**config.mk**
```make
export PLATFORM = sky130hd
export DESIGN_NAME = mem_ctrl_flat
export DESIGN_NICKNAME = d
export VERILOG_FILES = /design/src/rtl/mem_ctrl_pkg.sv /design/src/rtl/mem_ctrl_if.sv /design/src/rtl/mem_ctrl.sv /design/src/flat_wrapper.sv
export SDC_FILE = /design/constraint.sdc
export NUM_CORES = 1
export LEC_CHECK = 0
export BUFFER_PORTS_ARGS = -buffer_cell sky130_fd_sc_hd__buf_2
export CORE_UTILIZATION = 40
export CTS_CLUSTER_SIZE = 28
export DETAILED_ROUTE_END_ITERATION = 6
export GPL_ROUTABILITY_DRIVEN = 0
export HOLD_SLACK_MARGIN = 0.1
export SYNTH_ARGS = -nofsm -noshare
export SYNTH_HDL_FRONTEND = slang
export SYNTH_SLANG_ARGS = --single-unit
export TNS_END_PERCENT = 50
```
**constraint.sdc**
```tcl
create_clock -name clk -period 10.35 [get_ports clk]
set_clock_uncertainty 0.2 [all_clocks]
set_input_delay 2.5875 -clock clk [delete_from_list [all_inputs] [get_ports clk]]
set_output_delay 2.5875 -clock clk [all_outputs]
set_load 0.05 [all_outputs]
```
**src/rtl/mem_ctrl_pkg.sv**
```systemverilog
// Shared definitions for the byte-wide memory controller and its clients.
// Holds bus width defaults, request width encodings, IO address decode and FSM states.
package mem_ctrl_pkg;

    localparam int ADDR_W_DEF = 32;
    localparam int DATA_W_DEF = 32;

    localparam logic [2:0] WIDTH_B = 3'd1;
    localparam logic [2:0] WIDTH_H = 3'd2;
    localparam logic [2:0] WIDTH_W = 3'd4;

    // An address is IO space when addr[IO_HI:IO_LO] equals IO_SEL.
    localparam int         IO_HI      = 17;
    localparam int         IO_LO      = 16;
    localparam logic [1:0] IO_SEL_DEF = 2'b11;

    typedef enum logic [2:0] {
        IDLE,
        IF_READ,
        LSB_READ,
        LSB_WRITE,
        DONE
    } state_e;

    typedef enum logic {
        GRANT_IF,
        GRANT_LSB
    } grant_e;

    // Unsupported widths fall back to a full word.
    function automatic logic [2:0] width_to_n(input logic [2:0] w);
        case (w)
            WIDTH_B: return WIDTH_B;
            WIDTH_H: return WIDTH_H;
            default: return WIDTH_W;
        endcase
    endfunction

endpackage

```
**src/rtl/mem_ctrl_if.sv**
```systemverilog
// Bundle of the RAM port, the IF and LSB request channels and the global controls.
// The controller uses the slave side; the surrounding core and RAM use the master side.
interface mem_ctrl_if
    import mem_ctrl_pkg::*;
#(
    parameter int ADDR_W = ADDR_W_DEF,
    parameter int DATA_W = DATA_W_DEF
);
    logic              rdy;
    logic [7:0]        mem_din;
    logic [7:0]        mem_dout;
    logic [ADDR_W-1:0] mem_a;
    logic              mem_wr;
    logic              io_buffer_full;

    logic              enable_from_if;
    logic [ADDR_W-1:0] addr_from_if;
    logic              ok_to_if;
    logic [DATA_W-1:0] data_to_if;

    logic              enable_from_lsb;
    logic              read_or_write_from_lsb;
    logic [ADDR_W-1:0] addr_from_lsb;
    logic [DATA_W-1:0] data_from_lsb;
    logic [2:0]        width_from_lsb;
    logic              ok_to_lsb;
    logic [DATA_W-1:0] data_to_lsb;

    logic              mispredict;

    modport slave (
        input  rdy, mem_din, io_buffer_full,
        input  enable_from_if, addr_from_if,
        input  enable_from_lsb, read_or_write_from_lsb, addr_from_lsb,
        input  data_from_lsb, width_from_lsb, mispredict,
        output mem_dout, mem_a, mem_wr,
        output ok_to_if, data_to_if, ok_to_lsb, data_to_lsb
    );

    modport master (
        output rdy, mem_din, io_buffer_full,
        output enable_from_if, addr_from_if,
        output enable_from_lsb, read_or_write_from_lsb, addr_from_lsb,
        output data_from_lsb, width_from_lsb, mispredict,
        input  mem_dout, mem_a, mem_wr,
        input  ok_to_if, data_to_if, ok_to_lsb, data_to_lsb
    );

endinterface

```
**src/rtl/mem_ctrl.sv**
```systemverilog
// Arbitrates the single byte-wide RAM port between instruction fetch and the load/store buffer,
// splitting each request into byte cycles and assembling read data little-endian.
module mem_ctrl
    import mem_ctrl_pkg::*;
#(
    parameter int         ADDR_W = ADDR_W_DEF,
    parameter int         DATA_W = DATA_W_DEF,
    parameter logic [1:0] IO_SEL = IO_SEL_DEF
) (
    input logic       clk,
    input logic       rst,
    mem_ctrl_if.slave bus
);

    state_e            state_q;
    grant_e            last_grant_q;
    logic [2:0]        cnt_q;
    logic [2:0]        n_q;
    logic [ADDR_W-1:0] addr_q;
    logic [DATA_W-1:0] wdata_q;
    logic [DATA_W-1:0] rbuf_q;
    logic [ADDR_W-1:0] mem_a_q;
    logic [7:0]        mem_dout_q;
    logic              mem_wr_q;
    logic              ok_if_q;
    logic              ok_lsb_q;
    logic [DATA_W-1:0] data_if_q;
    logic [DATA_W-1:0] data_lsb_q;

    logic              req_d;
    logic              grant_lsb_d;
    logic [2:0]        lsb_n_d;
    logic              lsb_issue_d;
    logic              cur_issue_d;
    logic [1:0]        rd_idx_d;
    logic [DATA_W-1:0] rdata_d;

    function automatic logic [DATA_W-1:0] put_byte(input logic [DATA_W-1:0] w,
                                                   input logic [1:0]        k,
                                                   input logic [7:0]        b);
        logic [DATA_W-1:0] r;
        r = w;
        r[{k, 3'b000} +: 8] = b;
        return r;
    endfunction

    function automatic logic is_io(input logic [ADDR_W-1:0] a);
        return a[IO_HI:IO_LO] == IO_SEL;
    endfunction

    // Round-robin only matters when both sides request in the same cycle.
    always_comb begin
        req_d       = (bus.enable_from_if || bus.enable_from_lsb) && !bus.mispredict;
        grant_lsb_d = 1'b0;
        if (bus.enable_from_lsb && bus.enable_from_if)
            grant_lsb_d = (last_grant_q == GRANT_IF);
        else if (bus.enable_from_lsb)
            grant_lsb_d = 1'b1;
        lsb_n_d     = width_to_n(bus.width_from_lsb);
        lsb_issue_d = !(is_io(bus.addr_from_lsb) && bus.io_buffer_full);
        cur_issue_d = !(is_io(addr_q) && bus.io_buffer_full);
        rd_idx_d    = cnt_q[1:0] - 2'd1;
        rdata_d     = put_byte(rbuf_q, rd_idx_d, bus.mem_din);
    end

    always_ff @(posedge clk or posedge rst) begin
        if (rst) begin
            state_q      <= IDLE;
            last_grant_q <= GRANT_IF;
            cnt_q        <= '0;
            n_q          <= '0;
            addr_q       <= '0;
            wdata_q      <= '0;
            rbuf_q       <= '0;
            mem_a_q      <= '0;
            mem_dout_q   <= '0;
            mem_wr_q     <= 1'b0;
            ok_if_q      <= 1'b0;
            ok_lsb_q     <= 1'b0;
            data_if_q    <= '0;
            data_lsb_q   <= '0;
        end else if (bus.rdy) begin
            case (state_q)
                IDLE: begin
                    if (req_d) begin
                        cnt_q  <= '0;
                        rbuf_q <= '0;
                        if (grant_lsb_d) begin
                            last_grant_q <= GRANT_LSB;
                            n_q          <= lsb_n_d;
                            addr_q       <= bus.addr_from_lsb;
                            mem_a_q      <= bus.addr_from_lsb;
                            if (bus.read_or_write_from_lsb) begin
                                state_q    <= LSB_WRITE;
                                wdata_q    <= bus.data_from_lsb;
                                mem_dout_q <= bus.data_from_lsb[7:0];
                                mem_wr_q   <= lsb_issue_d;
                                cnt_q      <= lsb_issue_d ? 3'd1 : 3'd0;
                            end else begin
                                state_q  <= LSB_READ;
                                mem_wr_q <= 1'b0;
                            end
                        end else begin
                            last_grant_q <= GRANT_IF;
                            n_q          <= WIDTH_W;
                            addr_q       <= bus.addr_from_if;
                            mem_a_q      <= bus.addr_from_if;
                            mem_wr_q     <= 1'b0;
                            state_q      <= IF_READ;
                        end
                    end
                end

                // cnt_q counts edges since accept; byte cnt_q-1 arrives on mem_din now.
                IF_READ, LSB_READ: begin
                    if (bus.mispredict) begin
                        state_q  <= IDLE;
                        mem_wr_q <= 1'b0;
                    end else begin
                        if ((cnt_q + 3'd1) < n_q)
                            mem_a_q <= mem_a_q + ADDR_W'(1);
                        if (cnt_q != 3'd0)
                            rbuf_q <= rdata_d;
                        if (cnt_q == n_q) begin
                            state_q <= DONE;
                            if (state_q == IF_READ) begin
                                ok_if_q   <= 1'b1;
                                data_if_q <= rdata_d;
                            end else begin
                                ok_lsb_q   <= 1'b1;
                                data_lsb_q <= rdata_d;
                            end
                        end
                        cnt_q <= cnt_q + 3'd1;
                    end
                end

                // cnt_q counts bytes already put on the port; stores ignore mispredict.
                LSB_WRITE: begin
                    if (cnt_q == n_q) begin
                        mem_wr_q <= 1'b0;
                        ok_lsb_q <= 1'b1;
                        state_q  <= DONE;
                    end else if (!cur_issue_d) begin
                        mem_wr_q <= 1'b0;
                    end else begin
                        mem_a_q    <= addr_q + ADDR_W'(cnt_q);
                        mem_dout_q <= wdata_q[{cnt_q[1:0], 3'b000} +: 8];
                        mem_wr_q   <= 1'b1;
                        cnt_q      <= cnt_q + 3'd1;
                    end
                end

                DONE: begin
                    ok_if_q  <= 1'b0;
                    ok_lsb_q <= 1'b0;
                    state_q  <= IDLE;
                end

                default: state_q <= IDLE;
            endcase
        end
    end

    assign bus.mem_a       = mem_a_q;
    assign bus.mem_dout    = mem_dout_q;
    assign bus.mem_wr      = mem_wr_q && bus.rdy;
    assign bus.ok_to_if    = ok_if_q;
    assign bus.data_to_if  = data_if_q;
    assign bus.ok_to_lsb   = ok_lsb_q;
    assign bus.data_to_lsb = data_lsb_q;

endmodule

```
**src/flat_wrapper.sv**
```systemverilog
// flat-port wrapper written by rule: the top's interface ports become plain ports
module mem_ctrl_flat import mem_ctrl_pkg::*;
#(
    parameter int         ADDR_W = ADDR_W_DEF,
    parameter int         DATA_W = DATA_W_DEF,
    parameter logic [1:0] IO_SEL = IO_SEL_DEF
)
  (clk, rst, bus_rdy, bus_mem_din, bus_io_buffer_full, bus_enable_from_if, bus_addr_from_if, bus_enable_from_lsb, bus_read_or_write_from_lsb, bus_addr_from_lsb, bus_data_from_lsb, bus_width_from_lsb, bus_mispredict, bus_mem_dout, bus_mem_a, bus_mem_wr, bus_ok_to_if, bus_data_to_if, bus_ok_to_lsb, bus_data_to_lsb);
  mem_ctrl_if #(.ADDR_W(ADDR_W), .DATA_W(DATA_W)) bus_i ();
  input logic clk;
  input logic rst;
  input wire logic [$bits(bus_i.rdy)-1:0] bus_rdy;
  input wire logic [$bits(bus_i.mem_din)-1:0] bus_mem_din;
  input wire logic [$bits(bus_i.io_buffer_full)-1:0] bus_io_buffer_full;
  input wire logic [$bits(bus_i.enable_from_if)-1:0] bus_enable_from_if;
  input wire logic [$bits(bus_i.addr_from_if)-1:0] bus_addr_from_if;
  input wire logic [$bits(bus_i.enable_from_lsb)-1:0] bus_enable_from_lsb;
  input wire logic [$bits(bus_i.read_or_write_from_lsb)-1:0] bus_read_or_write_from_lsb;
  input wire logic [$bits(bus_i.addr_from_lsb)-1:0] bus_addr_from_lsb;
  input wire logic [$bits(bus_i.data_from_lsb)-1:0] bus_data_from_lsb;
  input wire logic [$bits(bus_i.width_from_lsb)-1:0] bus_width_from_lsb;
  input wire logic [$bits(bus_i.mispredict)-1:0] bus_mispredict;
  output wire logic [$bits(bus_i.mem_dout)-1:0] bus_mem_dout;
  output wire logic [$bits(bus_i.mem_a)-1:0] bus_mem_a;
  output wire logic [$bits(bus_i.mem_wr)-1:0] bus_mem_wr;
  output wire logic [$bits(bus_i.ok_to_if)-1:0] bus_ok_to_if;
  output wire logic [$bits(bus_i.data_to_if)-1:0] bus_data_to_if;
  output wire logic [$bits(bus_i.ok_to_lsb)-1:0] bus_ok_to_lsb;
  output wire logic [$bits(bus_i.data_to_lsb)-1:0] bus_data_to_lsb;
  assign bus_i.rdy = bus_rdy;
  assign bus_i.mem_din = bus_mem_din;
  assign bus_i.io_buffer_full = bus_io_buffer_full;
  assign bus_i.enable_from_if = bus_enable_from_if;
  assign bus_i.addr_from_if = bus_addr_from_if;
  assign bus_i.enable_from_lsb = bus_enable_from_lsb;
  assign bus_i.read_or_write_from_lsb = bus_read_or_write_from_lsb;
  assign bus_i.addr_from_lsb = bus_addr_from_lsb;
  assign bus_i.data_from_lsb = bus_data_from_lsb;
  assign bus_i.width_from_lsb = bus_width_from_lsb;
  assign bus_i.mispredict = bus_mispredict;
  assign bus_mem_dout = bus_i.mem_dout;
  assign bus_mem_a = bus_i.mem_a;
  assign bus_mem_wr = bus_i.mem_wr;
  assign bus_ok_to_if = bus_i.ok_to_if;
  assign bus_data_to_if = bus_i.data_to_if;
  assign bus_ok_to_lsb = bus_i.ok_to_lsb;
  assign bus_data_to_lsb = bus_i.data_to_lsb;
  mem_ctrl #(.ADDR_W(ADDR_W), .DATA_W(DATA_W), .IO_SEL(IO_SEL)) u_core (.clk(clk), .rst(rst), .bus(bus_i));
endmodule
```
==> key figures, run 1 <==
Timing
  – RSZ-0062 raised after global routing: no
  – Fin crit share: 0.578
  – Final worst slack: 4.37 ns
  – Fmax: 167 MHz
  – Worst rel slew slack: 0.254
  – Setup TNS: 0 ns
  – Final Hold Viols: 0
  – Worst-margin pin slew: 1.11 ns
  – Slew Viols, Final: 0
  – Final worst path period need: approximately 6.0 ns
  – Final hold slack: 0.271 ns
  – Final setup fails: 0

Die
  – Row cnt: 60
  – Die Wd: 167 µm
  – Total I/O pin count: 222
  – Die Ht: ~170 µm
  – Core area: 26900 µm²
  – Initial core utilization: 0.407
  – Die area: approximately 28000 µm²

GRT
  – Overall Global Routing Usage: 0.227
  – Grt ovf: 0
  – Pin count of the biggest net entering global routing: 146
  – Initial antenna violation count: 1
  – Global-route wire length before repair: 50800 µm
  – Number of global-route vias before repair: between 9000 and 10000

Pwr
  – Switch Pwr: 1900 µW
  – Total internal power: 2240 µW
  – Clk pwr share: 0.209
  – Power Density: about 320 nW/µm²
  – Leak: 0.00610 µW
  – Flop pwr share: 0.346
  – Worst vdd ir: roughly 0.00015 V
  – Sw Share: 0.459
  – Logic pwr share: 0.446

Synthesis
  – Synth warnings: 0
  – Post-synth net total: ~1300
  – Register area share after synthesis: 0.487
  – Top-area cell type share of the netlist area: 0.487
  – Number of synthesized flops with an enable pin: 0
  – Mean Syn Cell Area: 9.43 µm²
  – Most common cell in the netlist: dfrtp_1
  – Mapped Area: between 10000 and 15000 µm²
  – Cell variety after synth: 65
  – Top cells by instance count after synthesis: 213 x dfrtp_1, 164 x nand2_1, 99 x a21oi_1
  – Register bit total from synthesis: about 210
  – Most area-consuming cells after synthesis: dfrtp_1 49%, nand2_1 5.6%, a21oi_1 4.5%
  – Mapped Cells: 1160
  – Most area-hungry cell type in the Yosys netlist: dfrtp_1
  – Main synth FF type: dfrtp_1
  – FFs w/ async S/R, synth: 1.00

Setup path
  – Setup CP Type: in2out
  – Setup crit end kind: output port
  – Crit path launch type: input port
  – Req. time, crit path: 7.56 ns
  – Cell depth of the worst flop-to-flop path: 10
  – CP Data Arrival Time: 3.19 ns
  – Worst-path fanout max: 9

Final layout
  – Finished Cell Area: about 13000 µm²
  – Area grow syn2layout: 19.8%
  – Share of cells above drive strength 1: 0.241
  – Antenna Cells: 0
  – Non-filler cells, final: 1703
  – Nets: ~1500

Place
  – Post-DP Area: 12300 µm²
  – DP HPWL: 21400 µm
  – PortBufs: ~220
  – Setup WS pre-CTS: 4.39 ns
  – Cells after DPL: 1659

Job
  – Max-Cap Viols: 0

Clocking
  – Setup bufs post-CTS: 0
  – Largest buffer count on any clock path: 3
  – TritonCTS buffer count: 26
  – H-tree Lvls: 1
  – Resized cells post-CTS: 0
  – CTS root buf: clkbuf_16
  – Sink Count: 213
  – Worst-Skew Late Latency: 0.53 ns
  – Worst-path clk slew: 0.05 ns
  – CTS tree: built
  – CTS Hold Bufs: 0

Run status
  – Status: complete, no violations

Drt
  – Total Wirelength: 31600 µm
  – DRC Markers: 0
  – WL/cell: 18.6 µm
  – Drt initial violations: roughly 640
  – Routed Antenna Nets: 0
  – Via density: 5.56
  – Total number of vias: 9474
  – Drt pass-1 iters: 5

Hold path
  – Hold Path Class: reg2reg
  – Cells on Worst Hold Path: 2
[metrics by stage]
stage,power [µW],util
floorplan,2750,-
global placement,3250,0.458
detailed placement,3290,0.458
CTS,4170,0.488
global route,4400,0.488
finish,4150,0.488
[logic make-up after synthesis]
kind of cell / synth area share
flops: 0.487
compound gates: 0.182
mux: 0.0686
fa+ha+maj: 0.0167
buf+inv: 0.0377
xor+xnor: 0.0392
simple gates: 0.169
[layer usage]
layer | share of wire | up-vias | wire length [µm] | global-route usage
met4 | 0.025 | 2 | 790 | 0.0686
met1 | 0.46 | 4569 | 14400 | 0.314
met5 | 0.00041 | - | 13 | 0
li1 | - | 4498 | - | -
met2 | 0.45 | 350 | 14200 | 0.358
met3 | 0.071 | 55 | 2230 | 0.0473
[layout make-up]
| class | instances | area (µm²) |
|---|---|---|
| Fill cell | 2604 | 13800 |
| Clock buffer | 39 | 739 |
| Tap cell | 341 | 427 |
| Inverter | 22 | 90.1 |
| Sequential cell | 213 | 5330 |
| Clock inverter | 5 | 61.3 |
| Multi-Input combinational cell | 845 | 5230 |
| Timing Repair Buffer | 238 | 1230 |
[worst paths after layout]
path	endpoint	startpoint	slack (ns)
max	bus_mem_wr	bus_rdy	4.37
min	u_core.bus.data_to_lsb[18]	u_core.bus.data_to_lsb[18]	0.27
max reg2reg	u_core.bus.mem_a[26]	u_core.cnt_q[1]	6.35
min reg2reg	u_core.bus.data_to_lsb[18]	u_core.bus.data_to_lsb[18]	0.27
max in group asynchronous	u_core.bus.mem_dout[2]	rst	6.36
min in group asynchronous	u_core.addr_q[9]	rst	2.05
[power groups by stage]
stage          Clock [µW]  Sequential, µW  Combinational [µW]
6_report              866            1430                1850
5_1_grt               917            1480                2000
4_1_cts               883            1430                1850
3_5_place_dp            0            1440                1850
3_3_place_gp            0            1430                1820
2_1_floorplan           0            1840                 913
[worst max-delay path: stages]
cell,delay [ns]
buf_2,0.19
and2_1,0.16
buf_2,0.26
[cell usage in the layout, fill, tap and decap left out, drive strengths merged, types with 29 or more instances in the layout]
| cell type | Yosys | routed |
|---|---|---|
| buf | 29 | 238 |
| dfrtp | 213 | 213 |
| nand2 | 164 | 164 |
| o21ai | 106 | 106 |
| a21oi | 100 | 100 |
| nor2 | 76 | 76 |
| a22o | 40 | 40 |
| nand3 | 39 | 39 |
| clkbuf | 51 | 39 |
| nor2b | 38 | 38 |
| mux2 | 32 | 32 |
| xnor2 | 29 | 29 |
[sequential cells by signal, indices dropped and copies added (netlist names), 3 cells and up]
signal                  cells
u_core.bus.mem_a           32
u_core.wdata_q             32
u_core.bus.data_to_lsb     32
u_core.n_q                  3
u_core.state_q              3
u_core.addr_q              32
u_core.bus.mem_dout         8
u_core.cnt_q                3
u_core.bus.data_to_if      32
u_core.rbuf_q              32
(Power assumes the default switching activity.)
==> run 2, diff against run 1 <==
clock period = 5.7 ns   (was 10.35 ns; I/O delays follow)
==> key figures, run 2 (synthesized netlist as in run 1, its figures left out) <==
Timing
  – RSZ-0062 raised after global routing: no
  – Final worst slack: 1.82 ns (-2.55 ns)
  – Final Hold Viols: 0 (unchanged)
  – Setup TNS: 0 ns (unchanged)
  – Final setup fails: 0 (unchanged)
  – Fin crit share: 0.681
  – Final worst path period need: 3.88 ns
  – Worst-margin pin slew: 1.13 ns (+0.0198 ns)
  – Worst rel slew slack: 0.245 (-0.00917)
  – Slew Viols, Final: 0 (unchanged)
  – Fmax: 258 MHz

Drt
  – Drt pass-1 iters: 7 (+2)
  – Total Wirelength: 31400 µm (-0.71%)
  – Routed Antenna Nets: 0 (unchanged)
  – Total number of vias: 9382 (-0.97%)
  – DRC Markers: 0 (unchanged)
  – Via density: 5.50 (-1.2%)
  – Drt initial violations: 752 (+18%)
  – WL/cell: 18.4 µm (-0.94%)

Die
  – Die Wd: 167 µm (unchanged)
  – Total I/O pin count: 222 (unchanged)
  – Die area: 28000 µm² (unchanged)
  – Row cnt: 60 (unchanged)
  – Initial core utilization: 0.407 (unchanged)
  – Die Ht: 167 µm (unchanged)
  – Core area: 26900 µm² (unchanged)

Pwr
  – Worst vdd ir: 0.000302 V (+100%)
  – Flop pwr share: 0.344 (-0.002)
  – Power Density: 577 nW/µm² (+82%)
  – Switch Pwr: 3470 µW (+82%)
  – Leak: 0.00612 µW (+0.36%)
  – Sw Share: 0.457 (-0.00250)
  – Logic pwr share: 0.439 (-0.007)
  – Clk pwr share: 0.217 (+0.008)
  – Pwr Total: 7600 µW (+83%)
  – Total internal power: 4130 µW (+84%)

Run status
  – Status: complete, no violations

Clocking
  – CTS root buf: clkbuf_16
  – Worst-path clk slew: 0.06 ns (about the same)
  – Largest buffer count on any clock path: 3 (unchanged)
  – CTS tree: built
  – Resized cells post-CTS: 0 (unchanged)
  – H-tree Lvls: 1 (unchanged)
  – CTS Hold Bufs: 0 (unchanged)
  – TritonCTS buffer count: 25 (-3.8%)
  – Setup bufs post-CTS: 0 (unchanged)
  – Worst-Skew Late Latency: 0.54 ns (about the same)
  – Sink Count: 213 (unchanged)

Setup path
  – Reg-to-Reg Start: u_core.cnt_q[1]
  – Cell depth of the worst flop-to-flop path: 10 (unchanged)
  – Setup CP Type: reg2reg
  – CP Data Arrival Time: 4.16 ns (+0.97 ns)
  – Worst-path fanout max: 30 (+21)
  – R2R setup slack: 1.82 ns (-4.53 ns)
  – Crit path launch type: flip-flop
  – Req. time, crit path: 5.98 ns (-1.58 ns)
  – Setup crit end kind: flip-flop
  – Worst r2r dst: u_core.bus.mem_a[26]

Place
  – PortBufs: 221 (unchanged)
  – Cells after DPL: 1661 (+0.12%)
  – Setup WS pre-CTS: 1.79 ns (-2.60 ns)
  – DP HPWL: 21700 µm (+1.7%)

Hold path
  – Hold path startpoint: u_core.bus.data_to_lsb[8]
  – WHS Endpoint: u_core.bus.data_to_lsb[8]
  – Hold Path Class: reg2reg
  – Cells on Worst Hold Path: 2 (unchanged)

Final layout
  – Commonest non-fill, non-tap cell in the layout: buf_2
  – Reg area: 5330 µm² (unchanged)
  – Util after Layout: 0.490 (+0.00228)
  – Non-filler cells, final: 1707 (+0.23%)
  – Area of the multi-input gates: 5230 µm² (about the same)
  – Area grow syn2layout: 20.4%
  – Nets: 1476 (+0.068%)
  – Most frequent cells in the layout: 221 x buf_2, 213 x dfrtp_1, 163 x nand2_1
  – Filler cells: 2590 (-0.54%)
  – Share of cells above drive strength 1: 0.245 (+0.00387)

GRT
  – Number of global-route vias before repair: 9234 (+0.45%)
  – Initial antenna violation count: 1 (unchanged)
  – Overall Global Routing Usage: 0.226 (-0.00133)
  – Grt ovf: 0 (unchanged)
  – Pin count of the biggest net entering global routing: 172 (+18%)
  – Global-route wire length before repair: 50700 µm (-0.19%)

Job
  – Max-Cap Viols: 0 (unchanged)
## run 2: per-layer routing
| metal | routed length (µm) | vias up | share of wire | GRT usage |
|---|---|---|---|---|
| li1 | - | 4495 | - | - |
| met1 | 14600 | 4528 | 0.46 | 0.322 |
| met2 | 13900 | 313 | 0.44 | 0.344 |
| met3 | 2290 | 46 | 0.073 | 0.0468 |
| met4 | 666 | 0 | 0.021 | 0.0686 |
| met5 | 0 | - | 0 | 0 |
## run 2: worst max path at each step
| stage | start | to | cells after the start |
|---|---|---|---|
| final | u_core.cnt_q[1] | u_core.bus.mem_a[26] | 10 |
| after global routing | u_core.cnt_q[1] | u_core.bus.mem_a[26] | 10 |
| after CTS | u_core.cnt_q[1] | u_core.bus.mem_a[26] | 10 |
| after global placement | bus_enable_from_lsb | u_core.bus.mem_a[26] | 8 |
| after detailed placement | bus_enable_from_lsb | u_core.bus.mem_a[27] | 8 |
| after floorplan | rst | u_core.addr_q[0] | 1 |
## run 2: layout make-up
type                    instances  area share
well taps                     341      0.0324
diodes                          1    0.000190
repair buffers                240      0.0957
flip-flops and latches        213       0.405
inverters                      22     0.00655
clock buffers                  35      0.0534
clock inverters                10      0.0104
multi-input cells             845       0.397
## run 2: power by group through the flow
stage	combinational [µW]	sequential [µW]	clock, µW
after global routing	3630	2690	1740
after global placement	3290	2630	0
final	3340	2620	1650
after CTS	3340	2610	1680
after detailed placement	3330	2630	0
after floorplan	1660	3340	0
## run 2: through the flow
step | area (µm²) | hold slack (ns)
3_3_place_gp | 12300 | 0.255
5_1_grt | 13200 | 0.294
4_1_cts | 13200 | 0.277
6_report | 13200 | 0.272
2_1_floorplan | 10900 | 0.242
3_5_place_dp | 12300 | 0.264
## run 2: critical path, cell delays in order, from the launching register on
cell      delay, ns
dfrtp_1        0.79
inv_1          0.27
ha_1           0.44
ha_1           0.30
nand2_1        0.06
nor2_1         0.04
a211oi_1       0.42
o21ai_2        0.27
buf_4          0.31
nor2_1         0.49
a221o_1        0.23
==> run 3, diff against run 2 <==
clock period = 3.41 ns   (was 5.7 ns; I/O delays follow)
==> key figures, run 3 (synthesized netlist as in run 1, its figures left out) <==
Run status
  – Status: complete, no violations

Final layout
  – Non-filler cells, final: 1726 (+1.1%)
  – Most frequent cells in the layout: 221 x buf_2, 213 x dfrtp_1, 163 x nand2_1
  – Area grow syn2layout: 22.5%
  – Filler cells: 2546 (-1.7%)
  – Share of cells above drive strength 1: 0.258 (+0.0131)
  – Finished Cell Area: 13400 µm² (+1.7%)
  – Antenna Cells: 0 (-1)
  – Util after Layout: 0.499 (+0.00857)
  – Nets: 1495 (+1.3%)
  – Commonest non-fill, non-tap cell in the layout: buf_2

Die
  – Die Ht: 167 µm (unchanged)
  – Core area: 26900 µm² (unchanged)
  – Row cnt: 60 (unchanged)
  – Die Wd: 167 µm (unchanged)
  – Total I/O pin count: 222 (unchanged)
  – Initial core utilization: 0.407 (unchanged)
  – Die area: 28000 µm² (unchanged)

Setup path
  – CP Data Arrival Time: 3.31 ns (-0.85 ns)
  – Cell depth of the worst flop-to-flop path: 11 (+1)
  – Setup CP Type: reg2reg
  – Req. time, crit path: 3.59 ns (-2.39 ns)
  – Worst-path fanout max: 29 (-3.3%)
  – Crit path launch type: flip-flop
  – Setup crit end kind: flip-flop

Hold path
  – Hold Path Class: in2async

Drt
  – Drt initial violations: 667 (-11%)
  – Via density: 5.48 (-0.24%)
  – Total number of vias: 9464 (+0.87%)
  – Routed Antenna Nets: 0 (unchanged)
  – Drt pass-1 iters: 7 (unchanged)
  – DRC Markers: 0 (unchanged)
  – Total Wirelength: 31900 µm (+1.6%)
  – WL/cell: 18.5 µm (+0.47%)

GRT
  – Initial antenna violation count: 1 (unchanged)
  – Pin count of the biggest net entering global routing: 98 (-43%)
  – Overall Global Routing Usage: 0.230 (+0.00391)
  – Global-route wire length before repair: 51500 µm (+1.6%)
  – Number of global-route vias before repair: 9261 (+0.29%)
  – Grt ovf: 0 (unchanged)

Pwr
  – Worst vdd ir: 0.000510 V (+69%)
  – Pwr Total: 12900 µW (+70%)
  – Power Density: 965 nW/µm² (+67%)
  – Leak: 0.00627 µW (+2.5%)

Timing
  – Final Hold Viols: 0 (unchanged)
  – Final setup fails: 0 (unchanged)
  – Worst-margin pin slew: 0.721 ns (-0.412 ns)
  – Final worst path period need: 3.13 ns (-0.752 ns)
  – Slew Viols, Final: 0 (unchanged)
  – Final worst slack: 0.282 ns (-1.54 ns)
  – Worst rel slew slack: 0.517 (+0.272)
  – Fmax: 320 MHz (+24%)
  – Fin crit share: 0.917 (+0.237)
  – RSZ-0062 raised after global routing: no

Clocking
  – Worst-path clk slew: 0.06 ns (about the same)
  – TritonCTS buffer count: 25 (unchanged)
  – Worst-Skew Late Latency: 0.53 ns (about the same)
  – H-tree Lvls: 1 (unchanged)
  – Largest buffer count on any clock path: 3 (unchanged)
  – Resized cells post-CTS: 0 (unchanged)
  – Sink Count: 213 (unchanged)
  – CTS Hold Bufs: 0 (unchanged)
  – Setup bufs post-CTS: 0 (unchanged)
  – CTS root buf: clkbuf_16
  – CTS tree: built

Job
  – Max-Cap Viols: 0 (unchanged)

Place
  – PortBufs: 221 (unchanged)
  – Setup WS pre-CTS: 0.346 ns (-1.44 ns)
  – DP HPWL: 22600 µm (+3.9%)
  – Post-DP Area: 12500 µm² (+1.5%)
  – Cells after DPL: 1680 (+1.1%)
-- run 3: changes by cell type in the layout (fill, tap and decap cells not counted), moves of 2 or more --
| cell | delta |
|---|---|
| buf_12 | +4 |
| buf_4 | +15 |
| bufinv_16 | +2 |
| clkbuf_1 | -5 |
| clkinv_2 | +7 |
| clkinvlp_4 | -2 |
-- run 3: critical path, stage by stage (launching register included) --
cell      delay [ns]
dfrtp_1         0.40
buf_4           0.22
ha_1            0.26
xor2_1          0.16
ha_1            0.30
nand2_1         0.07
nor2_1          0.04
a211oi_1        0.47
o21ai_2         0.31
buf_12          0.25
o21ai_0         0.16
o221ai_1        0.13
-- run 3: cell type report --
cell class / instances / area [µm²] / share of cell area
clock buffer: 29 / 671 / 0.0500
inverter: 22 / 86.3 / 0.00644
timing repair buffer: 259 / 1450 / 0.108
clock inverter: 17 / 218 / 0.0162
multi-input combinational: 845 / 5220 / 0.389
tap: 341 / 427 / 0.0318
sequential: 213 / 5330 / 0.398
-- run 3: report_power, final --
| group | total (µW) | internal (µW) | switching [µW] |
|---|---|---|---|
| Combinational | 5710 | 1890 | 3830 |
| Clock | 2880 | 1790 | 1100 |
| Sequential | 4340 | 3440 | 899 |
-- run 3: layer usage --
metal  track usage  wire length (µm)  up-vias
li1              -                 -     4547
met1         0.324             14600     4526
met2         0.359             14300      332
met3        0.0449              2170       57
met4        0.0658               855        2
met5             0                13        -
-- run 3: worst paths after layout --
check / startpoint / endpoint / slack (ns)
worst min-delay path: rst / u_core.bus.mem_a[7] / 0.26
worst min register to register: u_core.bus.data_to_lsb[20] / u_core.bus.data_to_lsb[20] / 0.27
worst max-delay path: u_core.cnt_q[0] / u_core.bus.mem_a[13] / 0.28
worst max register to register: u_core.cnt_q[0] / u_core.bus.mem_a[13] / 0.28
max in group asynchronous: rst / u_core.wdata_q[23] / 2.19
min in group clk: u_core.bus.data_to_lsb[20] / u_core.bus.data_to_lsb[20] / 0.27
-- run 3: per-stage QoR --
step	setup TNS, ns	hold slack [ns]
finish	0	0.262
global route	0	0.297
CTS	0	0.278
detailed placement	0	0.265
global placement	0	0.257
floorplan	-87.90	0.242
